===== config.mk =====
export PLATFORM = sky130hd
export DESIGN_NAME = mc_control_fsm_flat
export DESIGN_NICKNAME = d
export VERILOG_FILES = /design/src/rtl/mc_ctrl_pkg.sv /design/src/rtl/mc_control_fsm_if.sv /design/src/rtl/mc_opdecode.sv /design/src/rtl/mc_control_fsm.sv /design/src/flat_wrapper.sv
export SDC_FILE = /design/constraint.sdc
export NUM_CORES = 1
export LEC_CHECK = 0
export ABC_CLOCK_PERIOD_IN_PS = 3300
export CORE_AREA = 8 8 62 64
export CTS_CLUSTER_DIAMETER = 120
export DETAILED_ROUTE_END_ITERATION = 12
export DIE_AREA = 0 0 70 72
export SLEW_MARGIN = 20
export SYNTH_ARGS = -nofsm -noshare
export SYNTH_HDL_FRONTEND = slang
export SYNTH_SLANG_ARGS = --single-unit

===== constraint.sdc =====
create_clock -name clk -period 3.3 [get_ports clk]
set_clock_uncertainty 0.15 [all_clocks]
set_input_delay 0.495 -clock clk [delete_from_list [all_inputs] [get_ports clk]]
set_output_delay 0.495 -clock clk [all_outputs]
set_load 0.02 [all_outputs]

===== src/rtl/mc_ctrl_pkg.sv =====
// Shared types and encodings for the multicycle main-control FSM.
package mc_ctrl_pkg;

    typedef enum logic [3:0] {
        FETCH    = 4'd0,
        DECODE   = 4'd1,
        MEMADR   = 4'd2,
        MEMRD    = 4'd3,
        MEMWB    = 4'd4,
        MEMWR    = 4'd5,
        RTYPE_EX = 4'd6,
        ALU_WB   = 4'd7,
        ADDI_EX  = 4'd8,
        ADDI_WB  = 4'd9,
        BRANCH   = 4'd10,
        JUMP     = 4'd11
    } state_t;

    localparam logic [5:0] OP_R    = 6'h00;
    localparam logic [5:0] OP_J    = 6'h02;
    localparam logic [5:0] OP_BEQ  = 6'h04;
    localparam logic [5:0] OP_BVF  = 6'h05;
    localparam logic [5:0] OP_BEN  = 6'h06;
    localparam logic [5:0] OP_ADDI = 6'h08;
    localparam logic [5:0] OP_LW   = 6'h23;
    localparam logic [5:0] OP_SW   = 6'h2B;

    localparam logic [1:0] ALUOP_ADD   = 2'b00;
    localparam logic [1:0] ALUOP_SUB   = 2'b01;
    localparam logic [1:0] ALUOP_FUNCT = 2'b10;

    localparam logic [1:0] SRCB_REG    = 2'b00;
    localparam logic [1:0] SRCB_FOUR   = 2'b01;
    localparam logic [1:0] SRCB_IMM    = 2'b10;
    localparam logic [1:0] SRCB_BRANCH = 2'b11;

    localparam logic [1:0] PCSRC_ALU    = 2'b00;
    localparam logic [1:0] PCSRC_ALUOUT = 2'b01;
    localparam logic [1:0] PCSRC_JUMP   = 2'b10;

    // One-hot instruction class produced by the opcode decoder.
    typedef struct packed {
        logic r;
        logic lw;
        logic sw;
        logic addi;
        logic beq;
        logic bvf;
        logic ben;
        logic j;
        logic illegal;
    } op_class_t;

    // Subset of the class kept after DECODE; only these bits steer later states.
    typedef struct packed {
        logic lw;
        logic beq;
        logic bvf;
        logic ben;
    } cls_latch_t;

endpackage


===== src/rtl/mc_control_fsm_if.sv =====
// Control bus between the main-control FSM and the multicycle datapath.
interface mc_control_fsm_if #(
    parameter int unsigned OPW = 6
);
    logic [OPW-1:0] opcode;
    logic           mem_ready;
    logic           flag_z;
    logic           flag_v;
    logic           flag_n;

    logic           pc_write;
    logic           ir_write;
    logic           iord;
    logic           mem_read;
    logic           mem_write;
    logic           alusrca;
    logic [1:0]     alusrcb;
    logic [1:0]     aluop;
    logic [1:0]     pcsrc;
    logic           regdst;
    logic           memtoreg;
    logic           reg_write;
    logic           cpsr_update;
    logic           cpsr_reset;
    logic           instr_done;
    logic           illegal_op;
    logic [3:0]     state;

    // Controller side.
    modport master (
        input  opcode, mem_ready, flag_z, flag_v, flag_n,
        output pc_write, ir_write, iord, mem_read, mem_write, alusrca, alusrcb, aluop,
               pcsrc, regdst, memtoreg, reg_write, cpsr_update, cpsr_reset, instr_done,
               illegal_op, state
    );

    // Datapath side.
    modport slave (
        output opcode, mem_ready, flag_z, flag_v, flag_n,
        input  pc_write, ir_write, iord, mem_read, mem_write, alusrca, alusrcb, aluop,
               pcsrc, regdst, memtoreg, reg_write, cpsr_update, cpsr_reset, instr_done,
               illegal_op, state
    );
endinterface


===== src/rtl/mc_opdecode.sv =====
// Combinational opcode-to-class decoder; upper opcode bits must be zero.
module mc_opdecode
    import mc_ctrl_pkg::*;
#(
    parameter int unsigned OPW     = 6,
    parameter bit          BFMT_EN = 1'b1
) (
    input  logic [OPW-1:0] opcode,
    output op_class_t      op_class
);

    // Exact-match decode; zero-extended constants reject nonzero upper bits.
    always_comb begin
        op_class = '0;
        case (opcode)
            OPW'(OP_R):    op_class.r    = 1'b1;
            OPW'(OP_J):    op_class.j    = 1'b1;
            OPW'(OP_BEQ):  op_class.beq  = 1'b1;
            OPW'(OP_BVF): begin
                if (BFMT_EN) op_class.bvf     = 1'b1;
                else         op_class.illegal = 1'b1;
            end
            OPW'(OP_BEN): begin
                if (BFMT_EN) op_class.ben     = 1'b1;
                else         op_class.illegal = 1'b1;
            end
            OPW'(OP_ADDI): op_class.addi = 1'b1;
            OPW'(OP_LW):   op_class.lw   = 1'b1;
            OPW'(OP_SW):   op_class.sw   = 1'b1;
            default:       op_class.illegal = 1'b1;
        endcase
    end

endmodule


===== src/rtl/mc_control_fsm.sv =====
// Multicycle main-control FSM: sequences fetch/decode/execute/memory/writeback.
module mc_control_fsm
    import mc_ctrl_pkg::*;
#(
    parameter int unsigned OPW     = 6,
    parameter bit          BFMT_EN = 1'b1
) (
    input  logic             clk,
    input  logic             rst_n,
    mc_control_fsm_if.master bus
);

    state_t     state_q, state_d;
    cls_latch_t cls_q, cls_d;
    op_class_t  op_cls;
    // Low during reset and until the first edge after release, holding outputs at 0.
    logic       run_q;

    mc_opdecode #(
        .OPW     (OPW),
        .BFMT_EN (BFMT_EN)
    ) u_opdecode (
        .opcode   (bus.opcode),
        .op_class (op_cls)
    );

    // State, class latch and run flag registers.
    always_ff @(posedge clk or negedge rst_n) begin
        if (!rst_n) begin
            state_q <= FETCH;
            cls_q   <= '0;
            run_q   <= 1'b0;
        end else begin
            state_q <= state_d;
            cls_q   <= cls_d;
            run_q   <= 1'b1;
        end
    end

    // Next-state logic; the opcode is consulted only in DECODE.
    always_comb begin
        state_d = state_q;
        cls_d   = cls_q;
        if (!run_q) begin
            state_d = FETCH;
        end else begin
            unique case (state_q)
                FETCH:    if (bus.mem_ready) state_d = DECODE;
                DECODE: begin
                    cls_d.lw  = op_cls.lw;
                    cls_d.beq = op_cls.beq;
                    cls_d.bvf = op_cls.bvf;
                    cls_d.ben = op_cls.ben;
                    if (op_cls.lw || op_cls.sw)                      state_d = MEMADR;
                    else if (op_cls.r)                               state_d = RTYPE_EX;
                    else if (op_cls.addi)                            state_d = ADDI_EX;
                    else if (op_cls.beq || op_cls.bvf || op_cls.ben) state_d = BRANCH;
                    else if (op_cls.j)                               state_d = JUMP;
                    else                                             state_d = FETCH;
                end
                MEMADR:   state_d = cls_q.lw ? MEMRD : MEMWR;
                MEMRD:    if (bus.mem_ready) state_d = MEMWB;
                MEMWB:    state_d = FETCH;
                MEMWR:    if (bus.mem_ready) state_d = FETCH;
                RTYPE_EX: state_d = ALU_WB;
                ALU_WB:   state_d = FETCH;
                ADDI_EX:  state_d = ADDI_WB;
                ADDI_WB:  state_d = FETCH;
                BRANCH:   state_d = FETCH;
                JUMP:     state_d = FETCH;
                default:  state_d = FETCH;
            endcase
        end
    end

    // Output decode from the state register, plus mem_ready/flag terms where needed.
    always_comb begin
        bus.pc_write    = 1'b0;
        bus.ir_write    = 1'b0;
        bus.iord        = 1'b0;
        bus.mem_read    = 1'b0;
        bus.mem_write   = 1'b0;
        bus.alusrca     = 1'b0;
        bus.alusrcb     = SRCB_REG;
        bus.aluop       = ALUOP_ADD;
        bus.pcsrc       = PCSRC_ALU;
        bus.regdst      = 1'b0;
        bus.memtoreg    = 1'b0;
        bus.reg_write   = 1'b0;
        bus.cpsr_update = 1'b0;
        bus.cpsr_reset  = 1'b0;
        bus.instr_done  = 1'b0;
        bus.illegal_op  = 1'b0;
        if (run_q) begin
            unique case (state_q)
                FETCH: begin
                    bus.mem_read = 1'b1;
                    bus.alusrcb  = SRCB_FOUR;
                    bus.pc_write = bus.mem_ready;
                    bus.ir_write = bus.mem_ready;
                end
                DECODE: begin
                    bus.alusrcb    = SRCB_BRANCH;
                    bus.illegal_op = op_cls.illegal;
                    bus.cpsr_reset = op_cls.illegal;
                    bus.instr_done = op_cls.illegal;
                end
                MEMADR, ADDI_EX: begin
                    bus.alusrca     = 1'b1;
                    bus.alusrcb     = SRCB_IMM;
                    bus.cpsr_update = 1'b1;
                end
                MEMRD: begin
                    bus.mem_read = 1'b1;
                    bus.iord     = 1'b1;
                end
                MEMWB: begin
                    bus.reg_write  = 1'b1;
                    bus.memtoreg   = 1'b1;
                    bus.instr_done = 1'b1;
                end
                MEMWR: begin
                    bus.mem_write  = 1'b1;
                    bus.iord       = 1'b1;
                    bus.instr_done = bus.mem_ready;
                end
                RTYPE_EX: begin
                    bus.alusrca     = 1'b1;
                    bus.aluop       = ALUOP_FUNCT;
                    bus.cpsr_update = 1'b1;
                end
                ALU_WB: begin
                    bus.reg_write  = 1'b1;
                    bus.regdst     = 1'b1;
                    bus.instr_done = 1'b1;
                end
                ADDI_WB: begin
                    bus.reg_write  = 1'b1;
                    bus.instr_done = 1'b1;
                end
                BRANCH: begin
                    bus.alusrca    = 1'b1;
                    bus.aluop      = ALUOP_SUB;
                    bus.pcsrc      = PCSRC_ALUOUT;
                    bus.cpsr_reset = 1'b1;
                    bus.instr_done = 1'b1;
                    bus.pc_write   = (cls_q.beq & bus.flag_z) | (cls_q.bvf & bus.flag_v) |
                                     (cls_q.ben & bus.flag_n);
                end
                JUMP: begin
                    bus.pcsrc      = PCSRC_JUMP;
                    bus.pc_write   = 1'b1;
                    bus.cpsr_reset = 1'b1;
                    bus.instr_done = 1'b1;
                end
                default: ;
            endcase
        end
    end

    assign bus.state = state_q;

endmodule


===== src/flat_wrapper.sv =====
// flat-port wrapper written by rule: the top's interface ports become plain ports
module mc_control_fsm_flat import mc_ctrl_pkg::*;
#(
    parameter int unsigned OPW     = 6,
    parameter bit          BFMT_EN = 1'b1
)
  (clk, rst_n, bus_opcode, bus_mem_ready, bus_flag_z, bus_flag_v, bus_flag_n, bus_pc_write, bus_ir_write, bus_iord, bus_mem_read, bus_mem_write, bus_alusrca, bus_alusrcb, bus_aluop, bus_pcsrc, bus_regdst, bus_memtoreg, bus_reg_write, bus_cpsr_update, bus_cpsr_reset, bus_instr_done, bus_illegal_op, bus_state);
  mc_control_fsm_if #(.OPW(OPW)) bus_i ();
  input  logic clk;
  input  logic rst_n;
  input wire logic [$bits(bus_i.opcode)-1:0] bus_opcode;
  input wire logic [$bits(bus_i.mem_ready)-1:0] bus_mem_ready;
  input wire logic [$bits(bus_i.flag_z)-1:0] bus_flag_z;
  input wire logic [$bits(bus_i.flag_v)-1:0] bus_flag_v;
  input wire logic [$bits(bus_i.flag_n)-1:0] bus_flag_n;
  output wire logic [$bits(bus_i.pc_write)-1:0] bus_pc_write;
  output wire logic [$bits(bus_i.ir_write)-1:0] bus_ir_write;
  output wire logic [$bits(bus_i.iord)-1:0] bus_iord;
  output wire logic [$bits(bus_i.mem_read)-1:0] bus_mem_read;
  output wire logic [$bits(bus_i.mem_write)-1:0] bus_mem_write;
  output wire logic [$bits(bus_i.alusrca)-1:0] bus_alusrca;
  output wire logic [$bits(bus_i.alusrcb)-1:0] bus_alusrcb;
  output wire logic [$bits(bus_i.aluop)-1:0] bus_aluop;
  output wire logic [$bits(bus_i.pcsrc)-1:0] bus_pcsrc;
  output wire logic [$bits(bus_i.regdst)-1:0] bus_regdst;
  output wire logic [$bits(bus_i.memtoreg)-1:0] bus_memtoreg;
  output wire logic [$bits(bus_i.reg_write)-1:0] bus_reg_write;
  output wire logic [$bits(bus_i.cpsr_update)-1:0] bus_cpsr_update;
  output wire logic [$bits(bus_i.cpsr_reset)-1:0] bus_cpsr_reset;
  output wire logic [$bits(bus_i.instr_done)-1:0] bus_instr_done;
  output wire logic [$bits(bus_i.illegal_op)-1:0] bus_illegal_op;
  output wire logic [$bits(bus_i.state)-1:0] bus_state;
  assign bus_i.opcode = bus_opcode;
  assign bus_i.mem_ready = bus_mem_ready;
  assign bus_i.flag_z = bus_flag_z;
  assign bus_i.flag_v = bus_flag_v;
  assign bus_i.flag_n = bus_flag_n;
  assign bus_pc_write = bus_i.pc_write;
  assign bus_ir_write = bus_i.ir_write;
  assign bus_iord = bus_i.iord;
  assign bus_mem_read = bus_i.mem_read;
  assign bus_mem_write = bus_i.mem_write;
  assign bus_alusrca = bus_i.alusrca;
  assign bus_alusrcb = bus_i.alusrcb;
  assign bus_aluop = bus_i.aluop;
  assign bus_pcsrc = bus_i.pcsrc;
  assign bus_regdst = bus_i.regdst;
  assign bus_memtoreg = bus_i.memtoreg;
  assign bus_reg_write = bus_i.reg_write;
  assign bus_cpsr_update = bus_i.cpsr_update;
  assign bus_cpsr_reset = bus_i.cpsr_reset;
  assign bus_instr_done = bus_i.instr_done;
  assign bus_illegal_op = bus_i.illegal_op;
  assign bus_state = bus_i.state;
  mc_control_fsm #(.OPW(OPW), .BFMT_EN(BFMT_EN)) u_core (.clk(clk), .rst_n(rst_n), .bus(bus_i));
endmodule

==> impl_results.md <==
* FF-to-FF setup slack at 1290 ps
* Final wirelength at 2780 um
* CTS sink cnt at 9
* Hold path depth at 2
* CTS clk-pin slew, worst paths at 60 ps
* RePlAce Congestion at 0.870
* Vias per cell at 5.29
* Die footprint at 5040 um2
* Nets at 160
* Clk_lat worst skew at 260 ps
* Slew @ Worst Pin at 620 ps
* Reg2reg start: u_core.bus.state[1]$_DFFE_PN0P_
* PwrDens at 247 nW/um2
* Ys Warns at 0
* Number of enable flip-flop cells after synthesis at 0
* Unrepaired setup endpoints after global routing: no
* Final setup fails at 0
* Die Ht at 72 um
* Most frequent cells in the layout: clkdlybuf4s50_1 (34), nor2_1 (20), dfrtp_1 (9)
* Endpoints failing hold at 0
* TritonCTS clock tree: yes
* First-pass GRT wire length at 4510 um
* Worst rel slew slack at 58.7%
* Clock buffer depth at 2
* Final Max Tran Viols at 0
* Length in cells of the worst reg-to-reg path at 4
* Max Clock Freq at 326 MHz
* Syn Nets at 125
* Worst Hold End: u_core.cls_q[1]$_DFFE_PN0P_
* Yosys top cell by area: dfrtp_1
* Pleak at 0.000488 uW
* IO buf count at 34
* Critical path class: flop to primary output
* Fin crit share at 92.9%
* Initial antenna violation count at 0
* Top post-synthesis cells by area: dfrtp_1 (27%), nor2_1 (9.0%), nand2b_1 (5.2%)
* Initial detailed-routing violation count at 39
* Core Area at 2900 um2
* Total GRT Usage at 10.7%
* Fillers at 314
* Asr flop ratio synth at 100%
* Layout cells sized above 1 at 7.48%
* Die Wd at 70 um
* Seq cells post-synth at 9
* DP Wirelength at 2250 um
* Std cell rows at 20
* Worst EP arrival at 2420 ps
* DR pass1 iterations at 4
* Largest net degree at the start of global routing at 18
* Synth top area share at 26.9%
* Prevailing post-synth register cell: dfrtp_1
* Util after Layout at 42.3%
* Worst setup EP type: primary output
* Commonest non-fill, non-tap cell in the layout: clkdlybuf4s50_1
* Post-CTS setup buffer count at 0
* Status: finished, final reports clean
* Hold_sp: u_core.cls_q[1]$_DFFE_PN0P_
* Drt wl/cell at 15.4 um
* Total I/O pin count at 35
* Netlist Area Pre-Place at 838 um2
* Number of global-route vias before repair at 951
* Max Fanout on Critical Path at 13
* Final Critical Period at 3070 ps
* Number of remaining DRC errors at 0
* Startpoint types: flop
* HP Class: flop to flop
* Vias at 953
* Average size of a mapped cell at 7.42 um2
* Antenna viol nets, final at 0
* Worst EP required at 2650 ps
* N_diodes at 0
* Cts repair resizes at 0
* VDD IR-drop max at 0.178 mV
* Cts hold-fix bufs at 0
* Worst R2R End: u_core.bus.state[0]$_DFFE_PN0P_
* Total of max-cap violations at 0
* H-tree lvl count at 1
* Sequential element share of the synthesized area at 26.9%
* GR Overflow Total at 0
* Effective utilization at floorplan at 28.9%
* TritonCTS buffer count at 3
* CTS root buf: clkbuf_4
* Synth Instances at 113
* Post-synth cell types at 43
* Layout area overhead at 46.6%
* Fin Setup TNS at 0 ps
==> how the worst max path moves through the flow <==
stage | from | endpoint | cells after the start
after floorplan | u_core.bus.state[3]$_DFFE_PN0P_ | bus_cpsr_reset | 4
after global placement | bus_opcode[1] | bus_instr_done | 6
after detailed placement | bus_opcode[1] | bus_instr_done | 6
after CTS | u_core.bus.state[1]$_DFFE_PN0P_ | bus_instr_done | 5
after global routing | u_core.bus.state[1]$_DFFE_PN0P_ | bus_cpsr_reset | 5
final | u_core.bus.state[1]$_DFFE_PN0P_ | bus_instr_done | 5
==> routing by layer <==
layer | wire length, um | global-route usage [%] | vias to the layer above
met3 | 157 | 3.96 | 2
met2 | 1430 | 19.3 | 23
met4 | 19 | 3.35 | 0
met5 | 0 | 0 | -
li1 | - | - | 474
met1 | 1170 | 11.3 | 454
==> critical path, stage by stage, from the launching register on <==
cell and delay [ps]:
dfrtp_1 550, nor4b_4 380, nand2_4 140, a41o_1 300, o22ai_2 160, clkdlybuf4s50_1 620
==> final cells by class <==
cell class                 instances  area, um2  area share, %
clock buffer                       4       26.3           2.14
inverter                           7       26.3           2.14
multi-input combinational         91        554           45.1
sequential                         9        225           18.3
tap                               33       41.3           3.36
timing repair buffer              36        355           28.9
==> cells in the mapped netlist, types with 2 or more instances <==
cell and number:
dfrtp_1 9, nand2b_1 7, o21ai_0 3, nor4_1 2, o41ai_1 2, o22ai_1 2
o31ai_1 2, nor2_1 20, inv_1 6, or2_1 2, and3_1 2, buf_2 5
nor3_1 6, a21oi_1 8, nor2b_1 2, nand2_1 7, nand3_1 2
==> per-stage QoR <==
stage | std cells | power [uW] | cell area [um2] | setup slack [ps] | hold slack, ps
finish | 180 | 303 | 1230 | 233 | 347
global route | 180 | 321 | 1230 | 106 | 370
CTS | 180 | 308 | 1230 | 196 | 352
detailed placement | 176 | 221 | 1200 | 272 | 336
global placement | 176 | 220 | 1200 | 323 | 329
floorplan | 113 | 174 | 838 | 879 | 49.4
==> cells by family (layout without fill, tap and decap cells) <==
group	count (synthesis)	after routing	share of synthesized area, %
AND/OR/NAND/NOR	59	59	39.4
buffers and inverters	13	47	7.01
AO/OA/AOI/OAI	28	28	23.0
flip-flops	9	9	26.9
other	1	1	0.447
multiplexers	1	1	1.19
XOR/XNOR	2	2	2.09
==> state kept, by name, summed over array words and instances, names as in the netlist <==
register,cells
u_core.bus.state,4
u_core.cls_q,4
u_core.run_q,1
==> report_power, final <==
group	switching (uW)	internal, uW
clock network	37.9	46.6
logic	50.7	44.4
registers	9.46	114
Note: power is estimated with default switching activity, not from simulation.
